==> src/rtl/alocador_vozes_pkg.sv <==
// Shared constants for the voice allocator: half-period table, idle value and slot classes.
package pkg_synth;

    localparam int unsigned CP_W   = 18;
    localparam int unsigned NR_LUT = 10;

    localparam logic [CP_W-1:0] CP_INATIVO = 18'h3FFFF;

    localparam logic [CP_W-1:0] CP_LUT [NR_LUT] = '{
        18'd143172, 18'd135139, 18'd127551, 18'd120394, 18'd113636,
        18'd107262, 18'd101239, 18'd95557,  18'd90192,  18'd85131
    };

    typedef enum logic [1:0] {
        SlotNop,
        SlotPress,
        SlotRelease
    } slot_e;

    // Keys beyond the table reuse the highest entry.
    function automatic logic [CP_W-1:0] cp_da_tecla(input logic [3:0] k);
        logic [3:0] idx;
        idx = (k < 4'(NR_LUT)) ? k : 4'(NR_LUT - 1);
        return CP_LUT[idx];
    endfunction

endpackage

==> src/rtl/alocador_vozes_sinc.sv <==
// Two-flop synchroniser bringing the raw key levels into the clk domain.
module sincronizador_teclas #(
    parameter int unsigned LARGURA = 10
) (
    input  logic               clk,
    input  logic               rst_n,
    input  logic [LARGURA-1:0] d_i,
    output logic [LARGURA-1:0] q_o
);

    logic [LARGURA-1:0] s1_q;
    logic [LARGURA-1:0] s2_q;

    always_ff @(posedge clk or negedge rst_n) begin
        if (!rst_n) begin
            s1_q <= '0;
            s2_q <= '0;
        end else begin
            s1_q <= d_i;
            s2_q <= s1_q;
        end
    end

    assign q_o = s2_q;

endmodule

==> src/rtl/alocador_vozes.sv <==
// Scans one key per cycle and assigns pressed keys to free oscillator voices.
// Define ALOCADOR_ROUBO_EN to let a fresh press steal the oldest voice when all are busy.
module alocador_vozes
    import pkg_synth::*;
#(
    parameter int unsigned NR_TECLAS = 10,
    parameter int unsigned NR_VOZES  = 4
) (
    input  logic                           clk,
    input  logic                           rst_n,
    input  logic [NR_TECLAS-1:0]           teclas,
    output logic [NR_VOZES-1:0]            voz_ativa,
    output logic [NR_VOZES-1:0][CP_W-1:0]  voz_cp,
    output logic [NR_VOZES-1:0][3:0]       voz_tecla,
    output logic                           cheio
);

    localparam int unsigned VW = 3;

    logic [NR_TECLAS-1:0] teclas_sinc;
    logic [15:0]          teclas_ext;

    logic [3:0]                     k_q, k_d;
    logic [NR_VOZES-1:0]            ativa_q, ativa_d;
    logic [NR_VOZES-1:0][CP_W-1:0]  cp_q, cp_d;
    logic [NR_VOZES-1:0][3:0]       tecla_q, tecla_d;
    logic                           cheio_q, cheio_d;

    logic          chave;
    logic          dono_valido, livre_valido;
    logic [VW-1:0] dono, livre;
    logic          aloca;
    logic [VW-1:0] alvo;
    slot_e         slot;

    sincronizador_teclas #(
        .LARGURA (NR_TECLAS)
    ) u_sinc (
        .clk   (clk),
        .rst_n (rst_n),
        .d_i   (teclas),
        .q_o   (teclas_sinc)
    );

    assign teclas_ext = 16'(teclas_sinc);

    always_comb begin
        chave        = teclas_ext[k_q];
        dono_valido  = 1'b0;
        dono         = '0;
        livre_valido = 1'b0;
        livre        = '0;
        for (int v = 0; v < NR_VOZES; v++) begin
            if (ativa_q[v] && tecla_q[v] == k_q && !dono_valido) begin
                dono_valido = 1'b1;
                dono        = VW'(v);
            end
            if (!ativa_q[v] && !livre_valido) begin
                livre_valido = 1'b1;
                livre        = VW'(v);
            end
        end
        if (chave && !dono_valido) begin
            slot = SlotPress;
        end else if (!chave && dono_valido) begin
            slot = SlotRelease;
        end else begin
            slot = SlotNop;
        end
    end

`ifdef ALOCADOR_ROUBO_EN
    logic [NR_VOZES-1:0][3:0] idade_q, idade_d;
    logic [15:0]              visto_q, visto_d;
    logic [VW-1:0]            velho;
    logic [3:0]               maior;

    // Only a fresh press may steal; a key already seen held waits for a free voice.
    always_comb begin
        maior = idade_q[0];
        velho = '0;
        for (int v = 1; v < NR_VOZES; v++) begin
            if (idade_q[v] > maior) begin
                maior = idade_q[v];
                velho = VW'(v);
            end
        end
        aloca          = (slot == SlotPress) && (livre_valido || !visto_q[k_q]);
        alvo           = livre_valido ? livre : velho;
        visto_d        = visto_q;
        visto_d[k_q]   = chave;
        idade_d        = idade_q;
        if (aloca) begin
            for (int v = 0; v < NR_VOZES; v++) begin
                if (alvo == VW'(v)) begin
                    idade_d[v] = '0;
                end else if (ativa_q[v] && idade_q[v] != 4'd15) begin
                    idade_d[v] = idade_q[v] + 4'd1;
                end
            end
        end
    end

    always_ff @(posedge clk or negedge rst_n) begin
        if (!rst_n) begin
            idade_q <= '0;
            visto_q <= '0;
        end else begin
            idade_q <= idade_d;
            visto_q <= visto_d;
        end
    end
`else
    always_comb begin
        aloca = (slot == SlotPress) && livre_valido;
        alvo  = livre;
    end
`endif

    always_comb begin
        k_d     = (k_q == 4'(NR_TECLAS - 1)) ? 4'd0 : k_q + 4'd1;
        ativa_d = ativa_q;
        cp_d    = cp_q;
        tecla_d = tecla_q;
        for (int v = 0; v < NR_VOZES; v++) begin
            if (slot == SlotRelease && dono == VW'(v)) begin
                ativa_d[v] = 1'b0;
                cp_d[v]    = CP_INATIVO;
            end
            if (aloca && alvo == VW'(v)) begin
                ativa_d[v] = 1'b1;
                tecla_d[v] = k_q;
                cp_d[v]    = cp_da_tecla(k_q);
            end
        end
        cheio_d = &ativa_d;
    end

    always_ff @(posedge clk or negedge rst_n) begin
        if (!rst_n) begin
            k_q     <= '0;
            ativa_q <= '0;
            cp_q    <= {NR_VOZES{CP_INATIVO}};
            tecla_q <= '0;
            cheio_q <= 1'b0;
        end else begin
            k_q     <= k_d;
            ativa_q <= ativa_d;
            cp_q    <= cp_d;
            tecla_q <= tecla_d;
            cheio_q <= cheio_d;
        end
    end

    assign voz_ativa = ativa_q;
    assign voz_cp    = cp_q;
    assign voz_tecla = tecla_q;
    assign cheio     = cheio_q;

endmodule

==> config.mk <==
export PLATFORM = sky130hd
export DESIGN_NAME = alocador_vozes
export DESIGN_NICKNAME = d
export VERILOG_FILES = /design/src/rtl/alocador_vozes_pkg.sv /design/src/rtl/alocador_vozes_sinc.sv /design/src/rtl/alocador_vozes.sv
export SDC_FILE = /design/constraint.sdc
export NUM_CORES = 1
export LEC_CHECK = 0
export ABC_AREA = 1
export BUFFER_PORTS_ARGS = -buffer_cell sky130_fd_sc_hd__buf_2
export CAP_MARGIN = 20
export CORE_MARGIN = 5
export CORE_UTILIZATION = 55
export DETAILED_ROUTE_END_ITERATION = 10
export PLACE_DENSITY = 0.79
export SLEW_MARGIN = 20
export SYNTH_ARGS = -nofsm -noshare
export SYNTH_HDL_FRONTEND = slang
export SYNTH_HIERARCHICAL = 1
export SYNTH_SLANG_ARGS = --single-unit
==> constraint.sdc <==
create_clock -name clk -period 4.5 [get_ports clk]
set_clock_uncertainty 0.1 [all_clocks]
set_input_delay 0.225 -clock clk [delete_from_list [all_inputs] [get_ports clk]]
set_output_delay 0.225 -clock clk [all_outputs]
set_load 0.02 [all_outputs]
==> results of run 1 <==
Yosys cell counts, types with 4 or more instances:
master	instances
nand2_2	5
o21ai_1	6
dfrtp_1	45
nor2_2	11
nand2_1	126
nand2_4	7
buf_2	9
buf_4	4
o21ai_0	20
nand3_1	5
inv_2	5
inv_1	67
ha_1	5
dfstp_2	72
a21oi_1	7
buf_6	7
nand3b_1	17
nor2_1	178
nor2_4	13
area by class of cell:
type / instances / area, sq um / area share, %
Tap cell: 133 / 166.4 / 2.469
Timing Repair Buffer: 116 / 640.6 / 9.504
Multi-Input combinational cell: 417 / 2076 / 30.80
Clock inverter: 10 / 71.32 / 1.058
Clock buffer: 22 / 485.5 / 7.203
Sequential cell: 117 / 3018 / 44.77
Inverter: 74 / 282.8 / 4.195
sequential cells by signal (all words and copies together), names as in the netlist:
name and count:
u_sinc/s1_q 10, u_sinc/q_o 10, voz_cp 72, voz_ativa 4, cheio 1, k_q 4
voz_tecla 16
kinds of logic after synthesis:
group / Yosys count / synth area share, %
XOR/XNOR: 1 / 0.1573
buffers and inverters: 97 / 8.537
flip-flops: 117 / 54.19
adder cells (fa/ha/maj): 5 / 1.123
AND/OR/NAND/NOR: 375 / 32.58
AO/OA/AOI/OAI: 36 / 3.415
cell usage in the layout (no fill, tap or decap), types with 3 or more instances in the layout:
master / count
a21oi_1: 7
buf_2: 103
clkbuf_16: 18
clkinv_2: 3
clkinvlp_4: 4
dfrtp_1: 45
dfstp_2: 72
dlygate4sd3_1: 11
ha_1: 5
inv_1: 67
inv_2: 5
nand2_1: 126
nand2_2: 5
nand2_4: 7
nand3_1: 5
nand3b_1: 17
nor2_1: 178
nor2_2: 11
nor2_4: 13
o21ai_0: 20
o21ai_1: 6
metrics by stage:
step / cell area [sq um] / util [%] / instances / total power [W]
after floorplan: 5569 / - / 631 / 0.003291
after global placement: 6073 / 61.85 / 846 / 0.003824
after detailed placement: 6073 / 61.85 / 846 / 0.003887
after CTS: 6740 / 68.64 / 889 / 0.005160
after global routing: 6740 / 68.64 / 889 / 0.005453
final: 6740 / 68.64 / 889 / 0.005124
power by group:
group          switching, W  internal, W  total, W  leakage, nW
registers          0.000287      0.00165   0.00194         1.29
logic               0.00130     0.000646   0.00194         1.79
clock network      0.000483     0.000756   0.00124        0.264
total               0.00207      0.00306   0.00512         3.35
layer usage:
layer,GRT usage [%],wire length (microns),vias up
met3,7.385,1081,20
met5,0,0,-
met4,7.800,209,0
li1,-,-,2122
met2,38.51,6653,174
met1,31.31,5918,2133
path summary, 6_finish.rpt:
path / depth (start not counted) / to / from
worst max-delay path: 12 / voz_cp[54] / k_q[2]
worst min-delay path: 2 / u_sinc/s1_q[4] / teclas[4]
worst max register to register: 12 / voz_cp[54] / k_q[2]
worst min register to register: 0 / u_sinc/q_o[9] / u_sinc/s1_q[9]
max in group asynchronous: 3 / voz_cp[44] / rst_n
min in group asynchronous: 2 / u_sinc/s1_q[4] / rst_n
critical path: cells and delay by family, from the launching register on:
kind	cells	cell delay [ns]
and+or+nand+nor	6	0.91
DFF	1	0.69
buffers and inverters	4	0.35
adders and majority gates	1	0.31
AOI/OAI and AO/OA	1	0.69
timing repair:
action,4_1_cts,5_1_grt
hold buffers,11,0
endpoints found under the setup margin,0,0
hold endpoints to repair,55,0
==> metrics, run 1 <==
Async S/R FF share, synth=100.0%; Synthesized Nets=between 600 and 700; worst setup margin=1.394 ns; top cells by area, synth=dfstp_2 34%, dfrtp_1 20%, nor2_1 12%; YS warnings=6; clk_lat worst skew=around 0.5 ns; Netlist cell types=37; # H-tree levels=4; total CTS buffers=17; antenna cells=0; post-CTS setup buffers=0; root buffer cell=clkbuf_8; WP data required=just under 5 ns; endpoints failing setup=0; vias in the first global route=4500; First DRT Iteration DRCs=402; RSZ-0062 raised after global routing=false; CP Class=flop to flop; Slew @ Worst Pin=approximately 0.88 ns; Top FF cell, synth=dfstp_2; power density over the cells=between 700 and 800 nW/um^2; Post-Syn Area=around 5600 sq um; Fin. Hold Viols=0; Area Overhead vs Synth=21.03%; Leakage=approximately 3.3 nW; Slew Viols, Final=0; status=complete, no violations; routed via count=4449; layout cells sized above 1=between 30% and 40%; Die Ht=~110 microns; Row Count=36; crit end category=flop; Post-Route Setup TNS=0 ns; maximum clock frequency=322.0 MHz; clock-pin slew on the worst setup and hold paths=0.06 ns; Mean Syn Cell Area=about 8.8 sq um; antenna violations before repair=0; hold slack final=between 0.2 and 0.25 ns; Slew headroom=between 40% and 50%; final period utilization=~69%; cts repair resizes=0; Critical Path Max Stage Delay=roughly 0.7 ns; die area=approximately 12000 sq um; CTS Buffer Depth=2; DRC viols=0; drt wl/cell=around 16 microns; I/O Buffers=roughly 100; Synth Register Bits=approximately 120; peak supply drop=~0.5 mV; post-synthesis instance total=631; core area=between 9000 and 10000 sq um; startpoint types=flop; final net count=760; area leader, netlist=dfstp_2; vias per cell=approximately 5; pre-CTS setup slack=~1.5 ns; HPWL Detailed=9287 microns; top cell type's share of synthesized area=between 30% and 40%; Hold WC Path Type=input pin to flop; first-pass GRT wire length=around 24000 microns; Total Routing Usage GR=between 20% and 30%; CP cell instances=nor2_4 -> nor2_1 -> nor2_1 -> inv_1 -> ha_1 -> inv_1 -> nor2_1 -> o21ai_0 -> inv_1 -> nand2_1 -> nand2_1 -> inv_1; Most common cell on crit path=inv_1; largest net degree at the start of global routing=between 70 and 80; number of flops mapped to enable cells by yosys=0; clock sinks=117; min cycle time layout=just over 3 ns; crit path DAT=3.47 ns; Max-cap violations=0; WL final=roughly 14000 microns; IO Pins=between 100 and 150; DR pass1 iterations=5; Routed Antenna Nets=0; placer congestion estimate=0.8501; Max FO, Critical Path=19; R2R setup slack=~1.4 ns; register area share after synthesis=roughly 54%; Critical-path top delay cell=dfrtp_1; total gr overflow=0; Filler cells=slightly below 800; Die X=110.6 microns; TritonCTS clock tree=yes; Initial Util=between 50% and 60%
Power figures use the tool's default switching activity.
==> inputs of run 2 (changes only) <==
- ABC_AREA: 1 -> 0
- CORE_UTILIZATION: 55 -> 49
- PLACE_DENSITY: 0.79 -> 0.75
- clock period: 4.5 -> 2.6 ns (I/O delays scaled with it)
==> run 2 against run 1 <==
Compared with the run above:
- core utilization decreased by 3.0 points
- count of clock-buffer cells in the layout unchanged
- hold slack got worse by 0.10 ns
- sequential power increased by 73%
- highest routed layer unchanged
==> metrics, run 2 <==
status=complete, no violations; placer congestion estimate=0.9381 (+10%); TritonCTS clock tree=yes; vias in the first global route=4213 (-6.4%); compound-cell area share of the yosys netlist=17.10% (+14 points); placed cells=669 (-21%); most frequent cells in the layout=103 x buf_2, 72 x dfstp_2, 44 x dfrtp_1; Netlist cell types=54 (+46%); Leakage=3.092 nW (-7.7%); Sequential cell area=3019 sq um (about the same); min cycle time layout=2.522 ns (-0.5844 ns); post-synthesis xor/xnor area fraction=2.383% (+2.2 points); First DRT Iteration DRCs=417 (+3.7%); DRC viols=0 (unchanged); Max FO, Critical Path=18 (-1); Synth Register Bits=117 (unchanged); WL final=13630 microns (-1.7%); Top FF cell, synth=dfstp_2; endpoints failing setup=0 (unchanged); final net count=583 (-23%); mux contribution to synthesized area=8.025% (+8.0 points); top post-synthesis cells by count=72 x dfstp_2, 45 x dfrtp_1, 41 x a21oi_1, 33 x a211oi_1, 28 x nor2_1; Async S/R FF share, synth=100.0% (unchanged); Total Routing Usage GR=22.41% (-1.6 points); root buffer cell=clkbuf_8; Filler cells=762 (-2.2%); Slew headroom=48.54% (+7.2 points); post-synthesis adder-cell area fraction=1.216% (+0.093 points); Slew @ Worst Pin=0.7638 ns (-0.1158 ns); total gr overflow=0 (unchanged); Max-cap violations=0 (unchanged); final period utilization=96.99% (+28 points); Mean Syn Cell Area=12.13 sq um (+37%); largest net degree at the start of global routing=118 (+66%); WP data required=2.94 ns (-1.92 ns); Post-Syn Area=5145 sq um (-7.6%); area leader, netlist=dfstp_2; CP cell instances=mux2_1 -> a32o_2 -> or3_4 -> nor4b_4 -> buf_12 -> nor2_1 -> mux2i_1; Fin. Hold Viols=0 (unchanged); top cells by area, synth=dfstp_2 37%, dfrtp_1 22%, a211oi_1 4.8%; Synthesized Nets=441 (-32%); crit end category=flop; Die Ht=112.5 microns (+1.7%); I/O Buffers=104 (unchanged); count leader, synth=dfstp_2; clk_lat worst skew=0.52 ns (about the same); maximum clock frequency=396.6 MHz (+23%); Row Count=37 (+2.8%); clock-pin slew on the worst setup and hold paths=0.05 ns (about the same); Critical Path Max Stage Delay=0.47 ns (-0.22 ns); Initial Util=50.06% (-6.7 points); Area Overhead vs Synth=31.13%; antenna cells=0 (unchanged); YS warnings=6 (unchanged); Routed Antenna Nets=0 (unchanged); post-synthesis instance total=424 (-33%); CTS Buffer Depth=2 (unchanged); antenna violations before repair=0 (unchanged); die area=12650 sq um (+3.4%); crit path DAT=2.86 ns (-0.61 ns); register area share after synthesis=58.66% (+4.5 points); Critical-path top delay cell=dfrtp_2; core area=10280 sq um (+4.7%); routed via count=4017 (-9.7%); Hold WC Path Type=input pin to asynchronous set/reset pin; DR pass1 iterations=5 (unchanged); # H-tree levels=4 (unchanged); first-pass GRT wire length=22290 microns (-5.4%); power density over the cells=1345 nW/um^2 (+77%); vias per cell=5.618 (+12%); drt wl/cell=19.07 microns (+22%); CP Class=flop to flop; number of flops mapped to enable cells by yosys=0 (unchanged); Core Util, Final=65.64% (-3.0 points); IO Pins=105 (unchanged); final cell count without fillers=715 (-20%); simple-gate share of the synthesized area=8.098% (-24 points); peak supply drop=0.7114 mV (+43%); Die X=112.5 microns (+1.7%); startpoint types=flop; top cell type's share of synthesized area=36.77% (+2.8 points); total CTS buffers=17 (unchanged); largest family of logic cells by synthesized area=compound AO/OA/AOI/OAI gates; RSZ-0062 raised after global routing=false; Slew Viols, Final=0 (unchanged); Largest register FFs=72 (unchanged); area of the multi-input gates=1936 sq um (-6.8%); layout cells sized above 1=47.67% (+13 points); most common cell after layout, fill and taps aside=buf_2; clock sinks=117 (unchanged); HPWL Detailed=9339 microns (+0.55%)
==> run 2: cell types whose count changed after synthesis, sizes merged, moves of 8 or more <==
cell     before  now
clkbuf        1    9
inv          74   12
mux2i         0   24
a21oi         8   42
nand2       140   13
mux2          0   15
nand3b       20    2
o21ai        26   13
a2bb2oi       0   18
xor2          0   10
a211oi        0   33
nor2        203   28
==> run 2: metal layers <==
metal  share of wire (%)  routed length [microns]  up-vias  global-route usage (%)
li1                    -                        -     1821                       -
met1                  42                     5714     1976                   29.43
met2                  47                     6452      182                   34.21
met3                 7.5                     1016       38                   6.631
met4                 3.3                      450        0                   10.58
met5                   0                        0        -                       0
==> run 2: kinds of logic (layout without fill, tap and decap cells) <==
group | Yosys count | count (layout)
AOI/OAI and AO/OA | 126 | 126
xor gates and xnor gates | 14 | 14
adders and majority gates | 5 | 5
buffers and inverters | 46 | 201
DFF | 117 | 117
muxes | 39 | 39
and+or+nand+nor | 77 | 77
==> run 2: worst max-delay path, delay by kind of cell, from the launching register on <==
kind / cells / cell delay [ns]
simple gates: 3 / 0.85
mux: 2 / 0.51
flops: 1 / 0.47
compound gates: 1 / 0.30
buf+inv: 1 / 0.20
==> run 2: timing repair <==
action / in CTS / in global routing
endpoints found under the hold margin: 127 / 0
endpoints found under the setup margin: 46 / 84
gates cloned: 0 / 0
hold buffers: 11 / 0
gates resized for setup: 3 / 15
setup buffers: 0 / 3
pin swaps: 2 / 4
==> run 2: where the power goes <==
| group | internal (W) | leakage, nW | switching [W] |
|---|---|---|---|
| clock | 0.00133 | 0.274 | 0.000789 |
| combinational | 0.00139 | 1.53 | 0.00221 |
| sequential | 0.00287 | 1.29 | 0.000490 |
==> run 2: layout make-up <==
cell class | instances | share of cell area [%]
clock buffers | 22 | 6.862
clock inverters | 10 | 1.168
inverters | 13 | 0.7233
multi-input cells | 261 | 28.69
flip-flops and latches | 117 | 44.75
well taps | 136 | 2.522
repair buffers | 156 | 15.28
==> run 2: per-stage QoR <==
step | setup TNS, ns | setup slack [ns] | total power (W) | hold slack [ns] | instance area [sq um]
detailed placement | -0.4221 | -0.04893 | 0.006879 | 0.1393 | 6020
global route | 0 | 0.007058 | 0.009569 | 0.1330 | 6746
floorplan | 0 | 0.1880 | 0.005626 | -0.2656 | 5145
global placement | 0 | 0.04476 | 0.006746 | 0.1392 | 6020
finish | 0 | 0.07837 | 0.009073 | 0.1389 | 6746
CTS | 0 | 0.002980 | 0.009041 | 0.1323 | 6680
==> run 2: worst paths after layout <==
kind | from | to | slack (ns) | depth (start not counted)
max in group asynchronous | rst_n | voz_cp[29] | 1.84 | 3
setup reg to reg | k_q[0] | voz_cp[49] | 0.08 | 7
hold / removal | rst_n | u_sinc/s1_q[5] | 0.14 | 3
hold reg to reg | u_sinc/s1_q[0] | u_sinc/q_o[0] | 0.25 | 0
setup / recovery | k_q[0] | voz_cp[49] | 0.08 | 7
min in group clk | teclas[0] | u_sinc/s1_q[0] | 0.15 | 2
==> inputs of run 3 (changes only) <==
- ABC_CLOCK_PERIOD_IN_PS: unset -> 2600
- PLACE_DENSITY: 0.75 -> unset
- PLACE_DENSITY_LB_ADDON: unset -> 0.25
==> run 3 against run 2 <==
Compared with the run above:
- sequential share of layout area fell by 0.43 points
- clock power rose by 4%
- worst setup slack improved by 0.027 ns
- sequential cell count did not move
- register-to-register slack improved by 0.03 ns
- global-route usage fell by 0.28 points
- first-iteration DRC count fell by 26%
- die area did not move
- non-clock buffer count rose by 3
- final area rose by 1.0%
- critical path depth did not move
- highest routed layer unchanged
==> metrics, run 3 (synthesized netlist as in run 2, its figures left out) <==
status=complete, no violations; Initial Util=50.06% (unchanged); startpoint types=flop; Die X=112.5 microns (unchanged); drt wl/cell=18.72 microns (-1.8%); first-pass GRT wire length=21990 microns (-1.3%); Area Overhead vs Synth=32.47%; root buffer cell=clkbuf_8; Max FO, Critical Path=17 (-1); RSZ-0062 raised after global routing=false; peak supply drop=0.6099 mV (-14%); reg2reg end=voz_cp[44]; pre-CTS setup slack=-0.007487 ns (+0.04144 ns); min cycle time layout=2.495 ns (-0.02664 ns); total gr overflow=0 (unchanged); largest net degree at the start of global routing=67 (-43%); HPWL Detailed=9350 microns (+0.12%); Leakage=3.100 nW (+0.27%); most frequent cells in the layout=103 x buf_2, 72 x dfstp_2, 43 x dfrtp_1; DRC viols=0 (unchanged); crit end category=flop; layout cells sized above 1=47.08% (-0.59 points); Post-Route Setup TNS=0 ns (unchanged); Row Count=37 (unchanged); Total Power=0.009129 W (+0.61%); R2R setup slack=0.11 ns (+0.03 ns); CP Class=flop to flop; Finished Cell Area=6815 sq um (+1.0%); gr busiest metal=met2; power density over the cells=1339 nW/um^2 (-0.41%); IO Pins=105 (unchanged); CTS Buffer Depth=2 (unchanged); worst setup margin=0.1050 ns (+0.02664 ns); met3 usage in global routing=6.307% (-0.32 points); Die Ht=112.5 microns (unchanged); final net count=586 (+0.51%); GR Util met2=34.41% (+0.20 points); total CTS buffers=17 (unchanged); M1 GR Usage=30.27% (+0.84 points); DR pass1 iterations=5 (unchanged); Hold WC Path Type=input pin to asynchronous set/reset pin; Core Util, Final=66.31% (+0.67 points); antenna cells=0 (unchanged); routed via count=3956 (-1.5%); WL final=13440 microns (-1.4%); core area=10280 sq um (unchanged); Fin. Hold Viols=0 (unchanged); antenna violations before repair=0 (unchanged); Worst Setup EP=voz_cp[44]; TritonCTS clock tree=yes; I/O Buffers=104 (unchanged); clock-pin slew on the worst setup and hold paths=0.06 ns (about the same); Max-cap violations=0 (unchanged); final period utilization=95.96% (-1.0 points); Total Routing Usage GR=22.13% (-0.28 points); placer congestion estimate=0.9559 (+1.9%); die area=12650 sq um (unchanged); # H-tree levels=4 (unchanged); Worst R2R Path Depth=7 (unchanged); Slew headroom=47.02% (-1.5 points); CP Launch Point=k_q[0]; Largest register FFs=72 (unchanged); clk_lat worst skew=0.52 ns (about the same); WP data required=2.94 ns (about the same); Slew @ Worst Pin=0.7879 ns (+0.02419 ns); Slew Viols, Final=0 (unchanged); endpoints failing setup=0 (unchanged); maximum clock frequency=400.8 MHz (+1.1%); Post-DP Area=6082 sq um (+1.0%); most common cell after layout, fill and taps aside=buf_2; vias per cell=5.510 (-1.9%); post-CTS setup buffers=0 (unchanged); clock sinks=117 (unchanged); r2r startpoint=k_q[0]; Routed Antenna Nets=0 (unchanged); vias in the first global route=4132 (-1.9%); First DRT Iteration DRCs=310 (-26%); crit path DAT=2.83 ns (-0.03 ns)
## run 3: worst min-delay path by stage
stage / cells after the start / startpoint / end
after floorplan: 0 / rst_n / cheio
after global placement: 1 / rst_n / voz_tecla[8]
after detailed placement: 1 / rst_n / voz_tecla[7]
after CTS: 3 / rst_n / voz_tecla[11]
after global routing: 3 / rst_n / voz_tecla[11]
final: 3 / rst_n / voz_tecla[11]
## run 3: stage by stage
stage | cells | hold slack, ns
after floorplan | 424 | -0.2656
after global placement | 674 | -0.1170
after detailed placement | 674 | -0.1098
after CTS | 718 | 0.09398
after global routing | 718 | 0.1262
final | 718 | 0.08570
## run 3: where the power goes
group | leakage (nW) | internal, W | switching [W] | total [W]
registers | 1.28 | 0.00287 | 0.000459 | 0.00333
clock network | 0.276 | 0.00141 | 0.000800 | 0.00221
logic | 1.54 | 0.00139 | 0.00220 | 0.00359
## run 3: final cells by class
cell class | count | area, sq um
clock buffers | 23 | 456.7
clock inverters | 9 | 102.6
fillers | 806 | 3462
inverters | 13 | 48.80
multi-input cells | 261 | 1936
flip-flops and latches | 117 | 3020
well taps | 136 | 170.2
repair buffers | 159 | 1081
## run 3: worst max-delay path, stage by stage, from the launching register on
cell and delay, ns:
dfrtp_2 0.44, mux2_1 0.33, a32o_1 0.28, or3_4 0.44, nor4b_4 0.38, buf_12 0.21
nor2_1 0.06, mux2i_1 0.18
## run 3: repair_timing
action	CTS	global route
pin swaps	0	1
hold buffers	12	0
resized for setup	3	12
endpoints found under the hold margin	114	0
endpoints found under the setup margin	5	74
## run 3: metal layers
metal | share of wire (%) | routed length, microns | up-vias
met4 | 1.3 | 181 | 0
met5 | 0 | 0 | -
li1 | - | - | 1821
met1 | 46 | 6162 | 1977
met3 | 5.8 | 784 | 20
met2 | 47 | 6316 | 138
